### src/rtl/lsu_mem_ctrl.sv
// Load/store controller between the MEM stage and a byte-addressed data memory.
// Checks alignment and range, drives the memory port for WAIT_CYCLES+1 cycles,
// and returns the load data and error code under a valid/ready handshake.
package lsu_mem_ctrl_pkg;
  typedef enum logic [1:0] {
    BYTE      = 2'd0,
    HALF_WORD = 2'd1,
    WORD      = 2'd2
  } mem_size_t;
endpackage

module lsu_mem_ctrl
  import lsu_mem_ctrl_pkg::*;
#(
  parameter int unsigned ADDR_WIDTH  = 16,
  parameter int unsigned WAIT_CYCLES = 0
) (
  input  logic        clk,
  input  logic        rst,
  input  logic        req_valid,
  output logic        req_ready,
  input  logic        req_we,
  input  mem_size_t   req_size,
  input  logic        req_zero_extend,
  input  logic [31:0] req_addr,
  input  logic [31:0] req_wdata,
  output logic        rsp_valid,
  input  logic        rsp_ready,
  output logic [31:0] rsp_rdata,
  output logic [1:0]  rsp_err,
  output logic        busy,
  output logic        dmem_reg,
  output logic        dmem_wr_en,
  output mem_size_t   dmem_data_size,
  output logic        dmem_zero_extend,
  output logic [31:0] dmem_addr,
  output logic [31:0] dmem_wr_data,
  input  logic [31:0] dmem_rd_data
);

  localparam logic [3:0] WAIT_INIT = 4'(WAIT_CYCLES);

  typedef enum logic [1:0] {
    IDLE   = 2'd0,
    ACCESS = 2'd1,
    RESP   = 2'd2
  } state_t;

  state_t      state_q, state_d;
  logic        we_q, zext_q;
  mem_size_t   size_q;
  logic [31:0] addr_q, wdata_q, rdata_q;
  logic [3:0]  cnt_q;
  logic [1:0]  err_q;

  logic        misaligned, out_of_range, last_cycle;
  logic [32:0] last_byte;
  logic [1:0]  req_err;

  assign last_cycle = (cnt_q == 4'd0);

  // Classify the incoming request; the last byte is computed at 33 bits so a
  // word near 2**32 cannot wrap back into range. Misalignment wins over range.
  always_comb begin
    misaligned = 1'b0;
    last_byte  = {1'b0, req_addr};
    case (req_size)
      HALF_WORD: begin
        misaligned = req_addr[0];
        last_byte  = {1'b0, req_addr} + 33'd1;
      end
      WORD: begin
        misaligned = |req_addr[1:0];
        last_byte  = {1'b0, req_addr} + 33'd3;
      end
      default: ;
    endcase
    out_of_range = (last_byte >> ADDR_WIDTH) != 33'd0;
    req_err      = misaligned ? 2'd1 : (out_of_range ? 2'd2 : 2'd0);
  end

  // State register
  always_ff @(posedge clk or posedge rst) begin
    if (rst) state_q <= IDLE;
    else     state_q <= state_d;
  end

  // Next-state and outputs; dmem_* are decoded from state so reset drops them at once
  always_comb begin
    state_d          = state_q;
    req_ready        = 1'b0;
    rsp_valid        = 1'b0;
    busy             = (state_q != IDLE);
    dmem_reg         = 1'b0;
    dmem_wr_en       = 1'b0;
    dmem_data_size   = BYTE;
    dmem_zero_extend = 1'b0;
    dmem_addr        = '0;
    dmem_wr_data     = '0;
    case (state_q)
      IDLE: begin
        req_ready = 1'b1;
        if (req_valid) state_d = (req_err != 2'd0) ? RESP : ACCESS;
      end
      ACCESS: begin
        dmem_reg         = 1'b1;
        dmem_wr_en       = we_q && last_cycle;
        dmem_data_size   = size_q;
        dmem_zero_extend = zext_q;
        dmem_addr        = addr_q;
        dmem_wr_data     = wdata_q;
        if (last_cycle) state_d = RESP;
      end
      RESP: begin
        rsp_valid = 1'b1;
        if (rsp_ready) state_d = IDLE;
      end
      default: state_d = IDLE;
    endcase
  end

  // Request capture, wait counter and response registers
  always_ff @(posedge clk or posedge rst) begin
    if (rst) begin
      we_q    <= 1'b0;
      zext_q  <= 1'b0;
      size_q  <= BYTE;
      addr_q  <= '0;
      wdata_q <= '0;
      cnt_q   <= '0;
      rdata_q <= '0;
      err_q   <= '0;
    end else begin
      case (state_q)
        IDLE: begin
          if (req_valid) begin
            we_q    <= req_we;
            zext_q  <= req_zero_extend;
            size_q  <= req_size;
            addr_q  <= req_addr;
            wdata_q <= req_wdata;
            cnt_q   <= WAIT_INIT;
            rdata_q <= '0;
            err_q   <= req_err;
          end
        end
        ACCESS: begin
          if (!last_cycle)  cnt_q   <= cnt_q - 4'd1;
          else if (!we_q)   rdata_q <= dmem_rd_data;
        end
        default: ;
      endcase
    end
  end

  assign rsp_rdata = rdata_q;
  assign rsp_err   = err_q;

endmodule

### config.mk
export PLATFORM = sky130hd
export DESIGN_NAME = lsu_mem_ctrl
export DESIGN_NICKNAME = d
export VERILOG_FILES = /design/src/rtl/lsu_mem_ctrl.sv
export SDC_FILE = /design/constraint.sdc
export NUM_CORES = 1
export LEC_CHECK = 0
export ABC_AREA = 1
export CAP_MARGIN = 20
export CORE_MARGIN = 10
export CORE_UTILIZATION = 45
export DETAILED_ROUTE_END_ITERATION = 12
export GPL_TIMING_DRIVEN = 0
export PLACE_DENSITY = 0.82
export REMOVE_ABC_BUFFERS = 1
export SYNTH_ARGS = -nofsm -noshare
export SYNTH_HDL_FRONTEND = slang
export SYNTH_SLANG_ARGS = --single-unit
### constraint.sdc
create_clock -name clk -period 4.1 [get_ports clk]
set_input_delay 0.82 -clock clk [delete_from_list [all_inputs] [get_ports clk]]
set_output_delay 0.82 -clock clk [all_outputs]
set_load 0.02 [all_outputs]
==> metrics.md <==
| Metric | Value |
|---|---|
| Result of the run | completed |
| Instance area at placement | roughly 7800 um^2 |
| Number of nets in the layout | around 1100 |
| Final design area excluding fillers | a little over 8000 um^2 |
| Max stage delay cell, worst path | clkdlybuf4s50_1 |
| EDFF count, synth | 0 |
| CP arrival | about 2.8 ns |
| Total of max-cap violations | 0 |
| Peak supply drop | 0.000251 V |
| Initial antenna violation count | 0 |
| Count of cells along the worst register-to-register path | 10 |
| Largest net degree at the start of global routing | just over 60 |
| Slew at the pin closest to its max-slew limit | 0.932 ns |
| Share of final-layout standard cells stronger than drive strength 1 | 3.25% |
| Overflow after GRT | 0 |
| Port Buffers | around 210 |
| Synthesized instance count | 754 |
| Number of global-route vias before repair | ~5300 |
| Area of the die | approximately 17000 um^2 |
| Dominant cell type by area after synthesis | dfrtp_1 |
| Worst-Skew Late Latency | between 0.3 and 0.4 ns |
| Reg-to-reg startpoint | state_q[1] |
| Fraction of synthesized cell area taken by the top area cell type | approximately half |
| Max Freq | 276 MHz |
| Number of synthesized register bits | ~110 |
| Hold Vio Cnt, Final | 0 |
| Row Count | 40 |
| Hold-critical path depth | 2 |
| Clock skew | a little over 0.01 ns |
| Detailed router's first-iteration violation count | around 450 |
| FF-to-FF End | rsp_rdata[27] |
| H-tree depth | 3 |
| Post-route DRC violation count | 0 |
| Main synth FF type | dfrtp_1 |
| Final worst path period share | 88.2% |
| Clock buffers created by TritonCTS | 9 |
| Post-DR wirelength/cell | approximately 15 um |
| Gp weighted congestion | 0.855 |
| Hold-fix buffer count after cts | 0 |
| Final wirelength | 16800 um |
| TritonCTS clock tree | yes |
| Proportion of synthesized flip-flops having asynchronous set or reset | 100% |
| Clock-pin slew on the worst setup and hold paths | approximately 0.070 ns |
| Wire length of the first global-routing pass | 26600 um |
| Top cell types by occurrence after synthesis | nand2_1 (146), inv_1 (144), dfrtp_1 (108), o21ai_0 (105), nor2_1 (104) |
| Worst reg2reg setup slack | between 1 and 1.5 ns |
| Die Height | about 130 um |
| Setup repair after global routing missed its margin | no |
| Clk buf depth | 2 |
| Initial DRT Pass Iterations | 5 |
| Count of final setup violators | 0 |
| Hold crit path type | flop to flop |
| Post-synth design cell area | around 5500 um^2 |
| Endpoint of the worst hold-timing path | rsp_err[1] |
| Count of clock tree sinks | roughly 110 |
| Most frequently used cell type in the post-synthesis netlist | nand2_1 |
| Cell types with the largest area share after synthesis | dfrtp_1 (49%), nand2_1 (10%), inv_1 (9.8%) |
| Max stage delay on crit path | 0.73 ns |
| Element type at the critical path end | output port |
| CP Max Fanout | 44 |
| Library cell used as clock root buffer | clkbuf_16 |
| Critical path, cell by cell | inv_1 > nand2_2 > buf_12 > inv_2 > clkdlybuf4s50_1 |
| Launching element type of the critical path | flop |
| Diodes inserted | 0 |
| Hold path startpoint | rsp_err[1] |
| Area inside the core boundary | around 12000 um^2 |
| Vias after detailed routing | between 5000 and 6000 |
| Type of the worst setup path | flop to output port |
| Yosys synthesis warning count | 0 |
| Boundary Pins | 210 |
| Final number of max-transition violations | 0 |
| Leakage power summed over all cells | between 3 and 4 nW |
| Average instance area after synthesis | ~7.3 um^2 |
| Effective utilization at floorplan | between 40 and 50% |
| Post-CTS setup buffer count | 0 |
| Vias per std cell | 4.94 |
| Antenna violation net count after detailed routing | 0 |
| Max-slew headroom | a little under two fifths |
| Layout-stage area growth over the synthesis result | 46.7% |
| Post-layout total power | roughly 3.3 mW |
| Minimum clock period after layout | 3.62 ns |
| CP Data Required Time | 3.28 ns |
| FILL cells | around 1000 |
| Sum of net half-perimeters after detailed placement | approximately 13000 um |
| GRT Resource Usage Total | between 10% and 20% |
| Number of gates resized after cts | 0 |
| Number of distinct library cell variants in the gate-level netlist after synthesis | 19 |
| PwrDens | 412 nW/um^2 |
| Die Wd | 130 um |
| Sequential fraction of the synthesis area | 49.2% |
where the power goes:
group / internal (mW) / switching [mW]
clock: 0.450 / 0.401
combinational: 0.365 / 0.604
sequential: 1.40 / 0.100
routing by layer:
metal	track usage [%]	vias to the layer above	wire length, um
met4	5.89	0	388
met3	7.74	33	1730
met2	33.4	203	7860
met1	22.2	2477	6870
met5	0	-	0
li1	-	2725	-
stage by stage:
step / setup WS [ns] / std cells / hold slack (ns) / TNS, ns / utilization (%)
3_3_place_gp: -3.66 / 1078 / 0.464 / -396.61 / 63.9
6_report: 0.483 / 1100 / 0.487 / 0 / 67.3
4_1_cts: 0.456 / 1100 / 0.488 / 0 / 67.3
3_5_place_dp: 0.408 / 1084 / 0.471 / 0 / 64.9
5_1_grt: 0.305 / 1100 / 0.528 / 0 / 67.3
2_1_floorplan: -1.35 / 722 / 0.501 / -83.90 / -
cell families (layout without fill, tap and decap cells):
group / count (synthesis) / in the layout / synth area share [%]
simple gates: 351 / 351 / 26.7
buf+inv: 177 / 376 / 12.2
compound gates: 113 / 113 / 10.7
flops: 108 / 108 / 49.2
fa+ha+maj: 5 / 5 / 1.14
layout by cell type (no fill, tap or decap), types with 2 or more instances in the layout:
cell               n
clkbuf_16          9
nor3_1            10
clkbuf_8           2
ha_1               5
clkdlybuf4s50_1  209
buf_12             3
nand4_1           13
a21oi_1            5
nor2_2             3
inv_1            143
dfrtp_1          108
o21ai_0          105
nor2_1           103
nand3_1           73
buf_8              2
nand2_2            2
nand2_1          146
area by class of cell:
cell class / instances / area, um^2 / area share [%]
tap: 147 / 184 / 2.28
sequential: 108 / 2700 / 33.6
timing repair buffer: 215 / 2210 / 27.4
multi-input combinational: 469 / 2120 / 26.4
clock buffer: 12 / 256 / 3.18
inverter: 145 / 547 / 6.79
clock inverter: 4 / 32.5 / 0.404
registers in the layout, summed over array words and instances, names as in the netlist:
signal     cells
wdata_q       32
we_q           1
state_q        2
zext_q         1
cnt_q          4
addr_q        32
size_q         2
rsp_rdata     32
rsp_err        2
worst max path at each step:
stage / start / endpoint / cells past startpoint
6_report: state_q[1] / dmem_reg / 5
5_1_grt: state_q[1] / dmem_reg / 5
4_1_cts: state_q[1] / dmem_reg / 5
3_5_place_dp: req_size[0] / state_q[1] / 17
3_3_place_gp: req_valid / cnt_q[0] / 6
2_1_floorplan: state_q[0] / cnt_q[0] / 6
worst max-delay path: cells and delay by family (launching register included):
family                 cells  cell delay, ns
AND/OR/NAND/NOR            1            0.33
buffers and inverters      4            1.67
flip-flops                 1            0.44
(Power assumes the default switching activity.)
